<file path="config.mk">
export PLATFORM = sky130hd
export DESIGN_NAME = mux_n_reg
export DESIGN_NICKNAME = d
export VERILOG_FILES = /design/src/rtl/mux_n_reg_pkg.sv /design/src/rtl/mux_n_reg_mux.sv /design/src/rtl/mux_n_reg.sv
export SDC_FILE = /design/constraint.sdc
export NUM_CORES = 1
export LEC_CHECK = 0
export CAP_MARGIN = 15
export CORE_MARGIN = 4
export CORE_UTILIZATION = 29
export CTS_CLUSTER_SIZE = 8
export DETAILED_ROUTE_END_ITERATION = 6
export PLACE_DENSITY = 0.75
export SYNTH_ARGS = -nofsm -noshare
export SYNTH_HDL_FRONTEND = slang
export SYNTH_SLANG_ARGS = --single-unit
</file>
<file path="constraint.sdc">
create_clock -name clk -period 1.22 [get_ports clk]
set_input_delay 0.244 -clock clk [delete_from_list [all_inputs] [get_ports clk]]
set_output_delay 0.244 -clock clk [all_outputs]
set_load 0.01 [all_outputs]
</file>
<file path="src/rtl/mux_n_reg_pkg.sv">
// ---------------------------------------------------------------------------
// mux_n_reg_pkg
// Shared pipeline package: default data width, the pipeline bubble value
// loaded into stage registers on reset/flush, and the select-width helper.
// ---------------------------------------------------------------------------
package mux_n_reg_pkg;

    localparam int unsigned DATA_W = 32;

    // Value a pipeline register carries when it holds a bubble.
    localparam logic [DATA_W-1:0] PIPE_BUBBLE = '0;

    // ceil(log2(n)) for n >= 2: smallest w with 2**w >= n.
    function automatic int unsigned sel_width(input int unsigned n);
        int unsigned w;
        w = 0;
        for (int unsigned i = 0; i < 32; i++) begin
            if ((64'd1 << i) < 64'(n)) begin
                w = i + 1;
            end
        end
        return w;
    endfunction

endpackage

</file>
<file path="src/rtl/mux_n_reg_mux.sv">
// ---------------------------------------------------------------------------
// MUX_N
// Purely combinational N-input, bits-wide selector.
//   DataIn   : INPUTS*bits packed inputs, input k at [k*bits +: bits]
//   Signal   : select index
//   sel_data : selected input, or input 0 when Signal >= INPUTS
//   sel_err  : 1 when Signal >= INPUTS
// ---------------------------------------------------------------------------
module MUX_N
    import mux_n_reg_pkg::*;
#(
    parameter int unsigned bits   = DATA_W,
    parameter int unsigned INPUTS = 4,
    localparam int unsigned SELW  = sel_width(INPUTS)
) (
    input  logic [INPUTS*bits-1:0] DataIn,
    input  logic [SELW-1:0]        Signal,
    output logic [bits-1:0]        sel_data,
    output logic                   sel_err
);

    // Error is cleared only by matching a legal index, so no explicit
    // range compare is needed and out-of-range selects resolve to input 0.
    always_comb begin
        sel_data = DataIn[0 +: bits];
        sel_err  = 1'b1;
        for (int unsigned k = 0; k < INPUTS; k++) begin
            if (Signal == SELW'(k)) begin
                sel_data = DataIn[k*bits +: bits];
                sel_err  = 1'b0;
            end
        end
    end

endmodule

</file>
<file path="src/rtl/mux_n_reg.sv">
// ---------------------------------------------------------------------------
// mux_n_reg
// N-input selector with a registered output stage, stall/flush control and
// a valid bit travelling with the data. Priority: rst > Flush > Stall > load.
//   clk, rst : rising-edge clock, synchronous active-high reset
//   DataIn   : INPUTS*bits packed data inputs
//   Signal   : select index (SELW bits)
//   ValidIn  : selected data meaningful this cycle
//   Stall    : hold all registered outputs
//   Flush    : load a bubble (overrides Stall)
//   DataOut  : registered selected data
//   ValidOut : registered valid
//   SelErr   : registered flag, last loaded select was out of range
// ---------------------------------------------------------------------------
module mux_n_reg
    import mux_n_reg_pkg::*;
#(
    parameter int unsigned     bits      = DATA_W,
    parameter int unsigned     INPUTS    = 4,
    parameter int unsigned     SELW      = 2,
    parameter logic [bits-1:0] RESET_VAL = bits'(PIPE_BUBBLE)
) (
    input  logic                   clk,
    input  logic                   rst,
    input  logic [INPUTS*bits-1:0] DataIn,
    input  logic [SELW-1:0]        Signal,
    input  logic                   ValidIn,
    input  logic                   Stall,
    input  logic                   Flush,
    output logic [bits-1:0]        DataOut,
    output logic                   ValidOut,
    output logic                   SelErr
);

    if (SELW != sel_width(INPUTS)) begin : g_bad_selw
        $error("mux_n_reg: SELW must equal ceil(log2(INPUTS))");
    end
    if (INPUTS < 2 || INPUTS > 8) begin : g_bad_inputs
        $error("mux_n_reg: INPUTS must be in 2..8");
    end
    if (bits < 1) begin : g_bad_bits
        $error("mux_n_reg: bits must be >= 1");
    end

    logic [bits-1:0] sel_data;
    logic            sel_err;

    MUX_N #(
        .bits   (bits),
        .INPUTS (INPUTS)
    ) u_mux (
        .DataIn   (DataIn),
        .Signal   (Signal),
        .sel_data (sel_data),
        .sel_err  (sel_err)
    );

    logic [bits-1:0] data_q, data_d;
    logic            valid_q, valid_d;
    logic            err_q, err_d;

    always_comb begin
        data_d  = data_q;
        valid_d = valid_q;
        err_d   = err_q;
        if (Flush) begin
            data_d  = RESET_VAL;
            valid_d = 1'b0;
            err_d   = 1'b0;
        end else if (!Stall) begin
            // Data is captured even when ValidIn is low; ValidOut qualifies it.
            data_d  = sel_data;
            valid_d = ValidIn;
            err_d   = sel_err;
        end
    end

    always_ff @(posedge clk) begin
        if (rst) begin
            data_q  <= RESET_VAL;
            valid_q <= 1'b0;
            err_q   <= 1'b0;
        end else begin
            data_q  <= data_d;
            valid_q <= valid_d;
            err_q   <= err_d;
        end
    end

    assign DataOut  = data_q;
    assign ValidOut = valid_q;
    assign SelErr   = err_q;

endmodule

</file>
# ---- After elaboration in Yosys (flattened, before gate mapping)
# Index checks and enable logic that the tools add are counted.
# Widths: inputs -> output; s select.
dict set report classes {
  muxes 7
  div_mod_pow 0
  n_eq_ne 3
  order_cmp 0
  bitwise 0
  reduce_logical 2
  n_mul 0
  add_sub_neg 0
  n_shift 0
}
# op count
set op_table {}
lappend op_table {{$mux 32} 3}
lappend op_table {{$eq 2x2->1 const B} 2}
lappend op_table {{$mux 1} 4}
lappend op_table {{$eq 2x1->1 const B} 1}
lappend op_table {{$logic_not 2->1} 1}
lappend op_table {{$reduce_or 2->1} 1}
dict set report word_totals {
  ff_bits 34
  elab_cells 15
  n_memories 0
  in_bits 135
  out_inout_bits 34
  latchBits 0
  rom_bits 0
  ramBits 0
}

# ---- Longest topological paths before layout
# Gate-level depths: netlist of run 1.
dict set report logic_depth {
  ltp_word 5
  ltp_mapped 5
  depth_no_buf 3
}

# ---- Cells and area by module
# From an unflattened synthesis of run 1, not the netlist that was laid out.
dict set report hier_totals {
  cells_unflattened 152
  hier_area_um2 2078.2
}
# mod cells_each area_per_inst_um2 seq_area_each_um2 n_inst
set by_module_without_submodules {}
lappend by_module_without_submodules {mux_n_reg 111 1252.5 680.7 1}
lappend by_module_without_submodules {MUX_N 41 825.8 0.0 1}

# ---- Worst setup path after synthesis of run 1
# OpenSTA, ideal clock, no wires.
dict set report synth_timing {
  path_type {input to register}
  startpoint {input Stall}
  endpoint {register data_q[0] (netlist: DataOut[0])}
  setup_ns 0.058
  required_time_ns 1.162
  arrival_ns 1.260
  stages 5
  path_buffers 2
  slack_ns -0.097
  cell_sequence {or4_4 -> buf_6 -> buf_8 -> o22ai_1 -> a21o_1}
}
# element line
set synth_rtl {}
lappend synth_rtl {{from (decl)} mux_n_reg.sv:28} ;# input logic Stall,
lappend synth_rtl {{to (signal assigned)} mux_n_reg.sv:84} ;# data_q <= data_d;
lappend synth_rtl {{to (decl)} mux_n_reg.sv:58} ;# logic [bits-1:0] data_q, data_d;

==> impl_metrics.py, run 1 <==
metrics = {
    "final_layout": {
        "nFillCells": 569,
        "drive_gt1_share_pct": 18.6,
        "antenna_cells": 0,
        "multi_input_area_um2": 1440,
        "nets": 499,
        "syn_to_final_growth_pct": 119,
        "ff_latch_area_um2": 681,
        "design_area_um2": 4290,
    },
    "placed_design": {
        "placed_cell_area_um2": 3990,
        "place.gp.congestion": 0.720,
        "placement.io_buffers": 168,
        "detailedPlace.worstSlack_ns": -0.760,
        "dpl.hpwl_um": 5990,
    },
    "synthesis": {
        "synth-main-ff-cell": "dfxtp_1",
        "synth_edf_count": 0,
        "synth_top_area_share_pct": 34.8,
        "synth_top_area_cell": "dfxtp_1",
        "yosys_register_bits": 34,
        "yosysMostFrequentCell": "mux2i_1",
        "syn_area_um2": 1960,
        "synth_seq_area_share_pct": 34.8,
        "synth_cell_types": 15,
        "ys_warn_count": 0,
        "async_reset_ff_share_pct": 0,
        "syn_nets": 321,
        "avgSynthCellArea_um2": 10.5,
        "synth_area_leaders": "dfxtp_1 (35%), mux2i_1 (33%), a21o_1 (12%), o22ai_1 (9.9%), buf_6 (2.3%)",
        "netlist_instances": 186,
        "yosys-top-cells-count": "mux2i_1 (65), dfxtp_1 (34), a21o_1 (31), o22ai_1 (31), buf_2 (7)",
    },
    "route": {
        "drt-total-wl_um": 7450,
        "via_count": 2188,
        "drt_drc_violations_left": 0,
        "first_iter_violations": 30,
        "ant_nets": 0,
        "wl_per_cell_um": 16.9,
        "drtPass1Iterations": 2,
        "vias_per_cell": 4.95,
    },
    "die": {
        "row_count": 29,
        "pin_count": 169,
        "die_area_um2": 8120,
        "initial_core_util_pct": 30.3,
        "die_height_um": 90.1,
        "core_um2": 6460,
        "die_w_um": 90.1,
    },
    "global_route": {
        "grt_usage_pct": 17.4,
        "antenna_found_initial": 0,
        "grt-ovfl-total": 0,
        "grt_pass1_wl_um": 11500,
        "first_global_vias": 2336,
        "grt_max_degree": 21,
    },
    "clock_tree": {
        "cts_tree": "yes",
        "clock_latency_ns": 0.28,
        "cts_root_buf": "clkbuf_8",
        "clk_path_buf_depth": 2,
        "cts_buffers": 5,
        "path_clk_slew_ns": 0.07,
        "htree_levels": 2,
        "cts.sinks": 34,
    },
    "run_status": {
        "violations": "negative setup slack",
        "status": "finished, violations left",
    },
    "critical_path": {
        "crit_buf_inv": 3,
        "cpMaxStageDelayCell": "or4_4",
        "critical_path_class": "input port to flop",
        "crit_arrival_ns": 1.48,
        "cpMostUsedCell": "buf_12",
        "crit_required_ns": 1.45,
        "cp_slowest_stage_delay_ns": 0.57,
        "worst-path-max-fanout": 8,
        "cp.depth": 6,
        "crit_path_cell_trace": "buf_8 > or4_4 > buf_12 > buf_12 > o22ai_4 > a21o_1",
        "cp_top_family": "simple AND/OR/NAND/NOR gates",
        "endpoint_kind": "flop",
        "r2r.worst_path.cells": 2,
        "startpoint_type": "input port",
    },
    "sta": {
        "tightest_slew_ns": 0.328,
        "relSlewSlack_pct": 77.5,
        "fmax_ghz": 0.800,
        "whs_ns": 0.123,
        "maxSlewViolCount": 0,
        "setup_ws_ns": -0.0306,
        "setup_tns_ns": -0.314,
        "rsz0062_at_grt": "true",
        "setup_viol": 22,
        "fin_crit_sh_pct": 103,
        "finalCriticalPeriod_ns": 1.25,
        "finalHoldViolCount": 0,
        "skew_ns": 0,
    },
    "power": {
        "vdd_drop_max_uv": 637,
        "p_per_area_nw_per_um2": 750,
        "leakage_nw": 2.12,
    },
    "worst_hold_path": {
        "holdCritPathClass": "input port to flop",
        "min_path_cells": 2,
    },
    "flow_run": {
        "maxCapViolations": 0,
    },
}
==> per-layer routing <==
| metal | up-vias | global-route usage (%) | wire length, µm | part of all wire [%] |
|---|---|---|---|---|
| met1 | 1014 | 17.9 | 2730 | 37 |
| met3 | 8 | 7.01 | 722 | 9.7 |
| met2 | 97 | 32.7 | 3920 | 53 |
| li1 | 1069 | - | - | - |
| met4 | 0 | 4.34 | 80 | 1.1 |
| met5 | - | 0 | 0 | 0 |
==> report_power, final <==
part	switching, mW	internal [mW]
Combinational	0.350	0.666
Clock	0.420	0.601
Sequential	0.0216	1.16
Total	0.792	2.42
==> registers in the layout (all words and copies together), names as in the netlist <==
| name | flops |
|---|---|
| SelErr | 1 |
| DataOut | 32 |
| ValidOut | 1 |
==> worst paths after layout <==
path / from / end / slack, ns
worst min register to register: DataOut[17] / DataOut[17] / 0.45
worst min-delay path: Flush / ValidOut / 0.12
worst max register to register: ValidOut / ValidOut / 0.60
worst max-delay path: Stall / DataOut[13] / -0.03
==> placed cells by master, fill, tap and decap left out, types with 2 or more instances in the layout <==
| cell type | instances |
|---|---|
| buf_12 | 9 |
| o22ai_2 | 19 |
| clkinv_2 | 2 |
| a21o_1 | 31 |
| clkdlybuf4s15_1 | 2 |
| dlygate4sd2_1 | 33 |
| buf_16 | 2 |
| clkdlybuf4s50_1 | 129 |
| buf_6 | 5 |
| dfxtp_1 | 34 |
| mux2i_1 | 65 |
| buf_4 | 8 |
| o22ai_4 | 12 |
| clkbuf_8 | 5 |
==> metrics by stage <==
step / power [mW] / cells / utilization (%)
5_1_grt: 3.36 / 442 / 66.4
3_3_place_gp: 2.17 / 429 / 61.7
2_1_floorplan: 1.56 / 186 / -
6_report: 3.22 / 442 / 66.4
3_5_place_dp: 2.19 / 429 / 61.7
4_1_cts: 3.22 / 443 / 65.1
==> kinds of logic (layout without fill, tap and decap cells) <==
| group | after synthesis | count (layout) | share of synthesized area (%) |
|---|---|---|---|
| AOI/OAI and AO/OA | 63 | 63 | 22.3 |
| and+or+nand+nor | 6 | 6 | 2.49 |
| muxes | 65 | 65 | 33.3 |
| buffers and inverters | 18 | 197 | 7.16 |
| DFF | 34 | 34 | 34.8 |
==> layout make-up <==
type                       count  share of cell area [%]
clock buffer                   5                    1.60
clock inverter                 3                   0.934
timing repair buffer         189                    45.9
sequential                    34                    15.9
multi-input combinational    134                    33.5
tap                           77                    2.25
==> what timing repair did <==
action                                  4_1_cts  5_1_grt
pin swaps                                     5        3
endpoints found under the setup margin       67       33
gates resized for setup                      61       16
hold buffers                                  0        0
gates cloned                                  2        0
setup buffers                                 5        1
Power figures use the tool's default switching activity.
==> inputs of run 2 (changes only) <==
--- a/config.mk
+++ b/config.mk
@@ -6,7 +6,7 @@
 export NUM_CORES = 1
 export LEC_CHECK = 0
 export CAP_MARGIN = 15
-export CORE_MARGIN = 4
+export CORE_MARGIN = 3
 export CORE_UTILIZATION = 29
 export CTS_CLUSTER_SIZE = 8
 export DETAILED_ROUTE_END_ITERATION = 6
==> run 2 against run 1 <==
Against the previous run:
- the run now ends clean
- wire length decreased by 5.6%
- fmax increased by 7.0%
- via count decreased by 1.5%
- register-to-register slack improved by 0.03 ns
- worst hold slack improved by 0.12 ns
- global-route usage decreased by 0.35 points
- clock skew unchanged
- sequential cell count unchanged
- final area decreased by 3.9%
- clock power decreased by 6%
- critical path type unchanged
- sequential share of layout area increased by 0.64 points
- critical endpoint is now DataOut[20]
==> impl_metrics.py, run 2 (same netlist as run 1, synthesis figures left out) <==
metrics = {
    "power": {
        "vdd_drop_max_uv": 481,
        "leakage_nw": 2.09,
        "total_power_mw": 3.09,
        "p_per_area_nw_per_um2": 749,
    },
    "die": {
        "die_height_um": 88.1,
        "core_um2": 6460,
        "pin_count": 169,
        "die_w_um": 88.1,
        "die_area_um2": 7770,
        "initial_core_util_pct": 30.3,
        "row_count": 29,
    },
    "worst_hold_path": {
        "min_path_cells": 3,
        "holdCritPathClass": "input port to flop",
        "hp-start": "rst",
        "hold_end": "ValidOut",
    },
    "placed_design": {
        "placement.io_buffers": 168,
        "place.gp.congestion": 0.695,
        "dpl.hpwl_um": 5530,
        "detailedPlace.worstSlack_ns": -0.718,
    },
    "critical_path": {
        "reg2reg_to": "ValidOut",
        "critical_path_class": "input port to flop",
        "endpoint_kind": "flop",
        "worst-path-max-fanout": 8,
        "crit_arrival_ns": 1.39,
        "startpoint_type": "input port",
        "crit_required_ns": 1.45,
        "rr_startpoint": "ValidOut",
        "r2r.worst_path.cells": 2,
        "reg2reg_setup_slack_ns": 0.63,
    },
    "clock_tree": {
        "path_clk_slew_ns": 0.07,
        "clock_latency_ns": 0.27,
        "cts_root_buf": "clkbuf_8",
        "hold_buffers": 0,
        "cts_buffers": 5,
        "cts_tree": "yes",
        "clk_path_buf_depth": 2,
        "cts.sinks": 34,
        "htree_levels": 2,
    },
    "route": {
        "vias_per_cell": 4.92,
        "met2_length_um": 3620,
        "first_iter_violations": 36,
        "highest-signal-layer": "met4",
        "drt_drc_violations_left": 0,
        "via_count": 2155,
        "drt-total-wl_um": 7030,
        "dr_wl_met3_um": 727,
        "drtPass1Iterations": 4,
        "drt-met1-wl_um": 2580,
        "ant_nets": 0,
        "wl_per_cell_um": 16.1,
    },
    "final_layout": {
        "antenna_cells": 0,
        "largest_reg_flops": 32,
        "syn_to_final_growth_pct": 111,
        "mostFrequentLayoutCells": "clkdlybuf4s50_1 (129), mux2i_1 (65), dfxtp_1 (34), dlygate4sd2_1 (34), a21o_1 (31)",
        "layout_commonest_cell": "clkdlybuf4s50_1",
        "drive_gt1_share_pct": 17.7,
        "nets": 495,
        "final_util_pct": 63.8,
    },
    "sta": {
        "skew_ns": 0,
        "finalHoldViolCount": 0,
        "tightest_slew_ns": 0.293,
        "setup_tns_ns": 0,
        "maxSlewViolCount": 0,
        "finalCriticalPeriod_ns": 1.17,
        "setup_viol": 0,
        "relSlewSlack_pct": 79.9,
        "fmax_ghz": 0.855,
        "rsz0062_at_grt": "false",
        "setup_ws_ns": 0.0511,
        "fin_crit_sh_pct": 95.8,
        "whs_ns": 0.245,
    },
    "global_route": {
        "antenna_found_initial": 0,
        "grt_usage_pct": 17.1,
        "grt_max_degree": 34,
        "first_global_vias": 2132,
        "grt-ovfl-total": 0,
        "grt_pass1_wl_um": 10300,
    },
    "flow_run": {
        "maxCapViolations": 0,
    },
    "run_status": {
        "status": "finished, final reports clean",
    },
}
==> run 2: cell types whose count changed in the layout (fill, tap and decap cells not counted) <==
cell	previous run	this run
o22ai_4	12	3
buf_16	2	0
clkinv_2	2	0
buf_4	8	9
o22ai_2	19	28
bufinv_16	1	0
clkdlybuf4s15_1	2	1
buf_12	9	7
clkbuf_8	5	8
buf_6	5	4
dlygate4sd2_1	33	34
==> run 2: cell type report <==
cell class                 count  area [µm²]
tap                           77        96.3
multi-input combinational    134        1370
clock buffer                   8         110
timing repair buffer         185        1870
fill                         605        2340
sequential                    34         681
==> run 2: through the flow <==
step           std cells  instance area (µm²)
6_report             438                 4120
5_1_grt              438                 4120
4_1_cts              444                 4190
3_5_place_dp         427                 3960
3_3_place_gp         427                 3960
2_1_floorplan        186                 2140
==> run 2: worst max-delay path by stage <==
stage | startpoint | to | slack [ns] | cells past startpoint
2_1_floorplan | Stall | DataOut[0] | -0.08 | 5
3_3_place_gp | Stall | DataOut[22] | -0.68 | 5
3_5_place_dp | Stall | DataOut[22] | -0.72 | 5
4_1_cts | rst | DataOut[24] | -0.12 | 7
5_1_grt | DataOut[5] | DataOut[5] | 0.007 | 1
6_report | Stall | DataOut[20] | 0.05 | 5
==> run 2: worst max-delay path, stage by stage <==
cell and delay [ns]:
buf_6 0.10, or4_4 0.61, buf_8 0.19, o22ai_2 0.16, a21o_1 0.10
==> run 2: report_power, final <==
part / switching (mW) / internal, mW
logic: 0.319 / 0.635
registers: 0.0213 / 1.16
clock network: 0.386 / 0.570
total: 0.727 / 2.36
==> run 2: metal layers <==
layer  vias up  GRT usage, %
li1       1066             -
met1       985          18.9
met2        96          30.8
met3         8          5.74
met4         0          5.22
met5         -             0
==> run 2: what timing repair did <==
action,CTS,global route
gates cloned,2,0
pin swaps,4,5
setup endpoints to repair,66,32
resized for setup,61,11
setup buffers,7,1
==> inputs of run 3 (changes only) <==
--- a/config.mk
+++ b/config.mk
@@ -6,6 +6,7 @@
 export NUM_CORES = 1
 export LEC_CHECK = 0
 export CAP_MARGIN = 15
+export CORE_ASPECT_RATIO = 0.6
 export CORE_MARGIN = 3
 export CORE_UTILIZATION = 29
 export CTS_CLUSTER_SIZE = 8
==> run 3 against run 2 <==
Against the previous run:
- largest cell class unchanged
- clock power is 17% lower
- setup slack worse by 0.18 ns
- utilization is 3.3 points higher
- critical path depth is 2 higher
- count of clock-buffer cells in the layout is 2 lower
- final cell count is 3.4% higher
- worst hold slack better by 0.035 ns
- largest power group unchanged
- wire length is 5.6% higher
- global-route usage is 1.5 points higher
- non-clock buffer count is 10 higher
- clock skew stayed put
- the flow now finishes with violations (negative setup slack)
- register-to-register slack hardly changed
==> impl_metrics.py, run 3 (same netlist as run 1, synthesis figures left out) <==
metrics = {
    "run_status": {
        "status": "finished, violations left",
        "violations": "negative setup slack",
    },
    "power": {
        "net-switching-power_uw": 719,
        "p_per_area_nw_per_um2": 702,
        "swShare_pct": 24.2,
        "vdd_drop_max_uv": 370,
        "seqPwrFrac_pct": 39.7,
        "p_int_mw": 2.25,
        "power_frac_comb_pct": 33.5,
        "clkPwrFrac_pct": 26.8,
        "leakage_nw": 2.14,
        "total_power_mw": 2.97,
    },
    "sta": {
        "relSlewSlack_pct": 78.5,
        "fmax_ghz": 0.742,
        "maxSlewViolCount": 0,
        "setup_viol": 20,
        "skew_ns": 0,
        "tightest_slew_ns": 0.313,
        "finalHoldViolCount": 0,
        "finalCriticalPeriod_ns": 1.35,
        "setup_ws_ns": -0.128,
        "fin_crit_sh_pct": 110,
        "rsz0062_at_grt": "true",
    },
    "critical_path": {
        "worst-path-max-fanout": 5,
        "crit_arrival_ns": 1.57,
        "crit_required_ns": 1.44,
        "critical_path_class": "input port to flop",
        "endpoint_kind": "flop",
        "startpoint_type": "input port",
    },
    "die": {
        "pin_count": 169,
        "core_um2": 6300,
        "die_area_um2": 7800,
        "die_w_um": 112,
        "die_height_um": 69.6,
        "initial_core_util_pct": 31.0,
        "row_count": 22,
    },
    "clock_tree": {
        "cts_buffers": 5,
        "hold_buffers": 0,
        "cts.sinks": 34,
        "cts_root_buf": "clkbuf_8",
        "cts_tree": "yes",
        "path_clk_slew_ns": 0.06,
        "clock_latency_ns": 0.27,
        "clk_path_buf_depth": 2,
        "htree_levels": 2,
    },
    "placed_design": {
        "placement.io_buffers": 168,
        "dpl.hpwl_um": 5770,
        "detailedPlace.worstSlack_ns": -0.760,
        "place.gp.congestion": 0.850,
    },
    "route": {
        "drt-total-wl_um": 7430,
        "vias_per_cell": 4.83,
        "ant_nets": 0,
        "wl_per_cell_um": 16.4,
        "via_count": 2190,
        "first_iter_violations": 59,
        "drtPass1Iterations": 6,
        "drt_drc_violations_left": 0,
    },
    "final_layout": {
        "syn_to_final_growth_pct": 116,
        "layout_commonest_cell": "clkdlybuf4s50_1",
        "mostFrequentLayoutCells": "clkdlybuf4s50_1 (129), mux2i_1 (65), dlygate4sd2_1 (35)",
        "largest_reg_flops": 32,
        "antenna_cells": 0,
        "drive_gt1_share_pct": 19.5,
        "nets": 505,
    },
    "global_route": {
        "grt_pass1_wl_um": 11700,
        "grt_usage_pct": 18.6,
        "antenna_found_initial": 0,
        "grt_max_degree": 34,
        "first_global_vias": 2391,
        "grt-ovfl-total": 0,
    },
    "flow_run": {
        "maxCapViolations": 0,
    },
    "worst_hold_path": {
        "holdCritPathClass": "input port to flop",
    },
}
==> run 3: changes by cell type in the layout (fill, tap and decap cells not counted), moves of 2 or more <==
cell	change
clkbuf_8	-2
buf_6	+4
buf_16	+2
buf_4	+4
o22ai_4	+2
o22ai_2	-2
==> run 3: path summary, 6_finish.rpt <==
kind,to,depth (start not counted),slack (ns),from
hold / removal,ValidOut,3,0.28,Flush
hold reg to reg,DataOut[22],1,0.44,DataOut[22]
setup / recovery,DataOut[17],7,-0.13,Stall
setup reg to reg,ValidOut,2,0.62,ValidOut
==> run 3: layout make-up <==
type	count	area, µm²
fill	519	2070
tap	84	105
timing repair buffer	195	1980
multi-input combinational	134	1380
sequential	34	681
clock buffer	6	82.6
==> run 3: through the flow <==
stage | util (%) | cells | hold WS (ns) | cell area [µm²] | TNS (ns)
final | 67.1 | 453 | 0.279 | 4230 | -1.68
after global routing | 67.1 | 453 | 0.279 | 4230 | -2.06
after CTS | 67.8 | 455 | 0.302 | 4280 | -3.06
after detailed placement | 63.3 | 437 | 0.438 | 3990 | -22.44
after global placement | 63.3 | 437 | 0.433 | 3990 | -21.53
after floorplan | - | 186 | 0.321 | 2140 | -2.49
==> run 3: power groups by stage <==
stage | combinational [mW] | sequential [mW] | clock [mW]
5_1_grt | 1.06 | 1.18 | 0.892
3_5_place_dp | 0.974 | 1.21 | 0
2_1_floorplan | 0.333 | 1.23 | 0
4_1_cts | 1.00 | 1.18 | 0.833
3_3_place_gp | 0.968 | 1.20 | 0
6_report | 0.994 | 1.18 | 0.797
==> run 3: routing by layer <==
metal / track usage [%] / part of all wire, %
met1: 21.5 / 41
met2: 32.5 / 47
met3: 8.28 / 11
met4: 2.93 / 0.48
met5: 0 / 0
==> run 3: worst max-delay path, cell delays in order <==
cell and delay (ns):
buf_6 0.09, buf_6 0.10, or4_4 0.57, buf_6 0.16
buf_12 0.13, o22ai_2 0.16, a21o_1 0.10
==> run 3: timing repair <==
item                       CTS  global route
cloned                       4             0
hold endpoints to repair     0             0
buffers inserted             8             1
pin swaps                    6             6
setup endpoints to repair   66            32
resized for setup           64             5
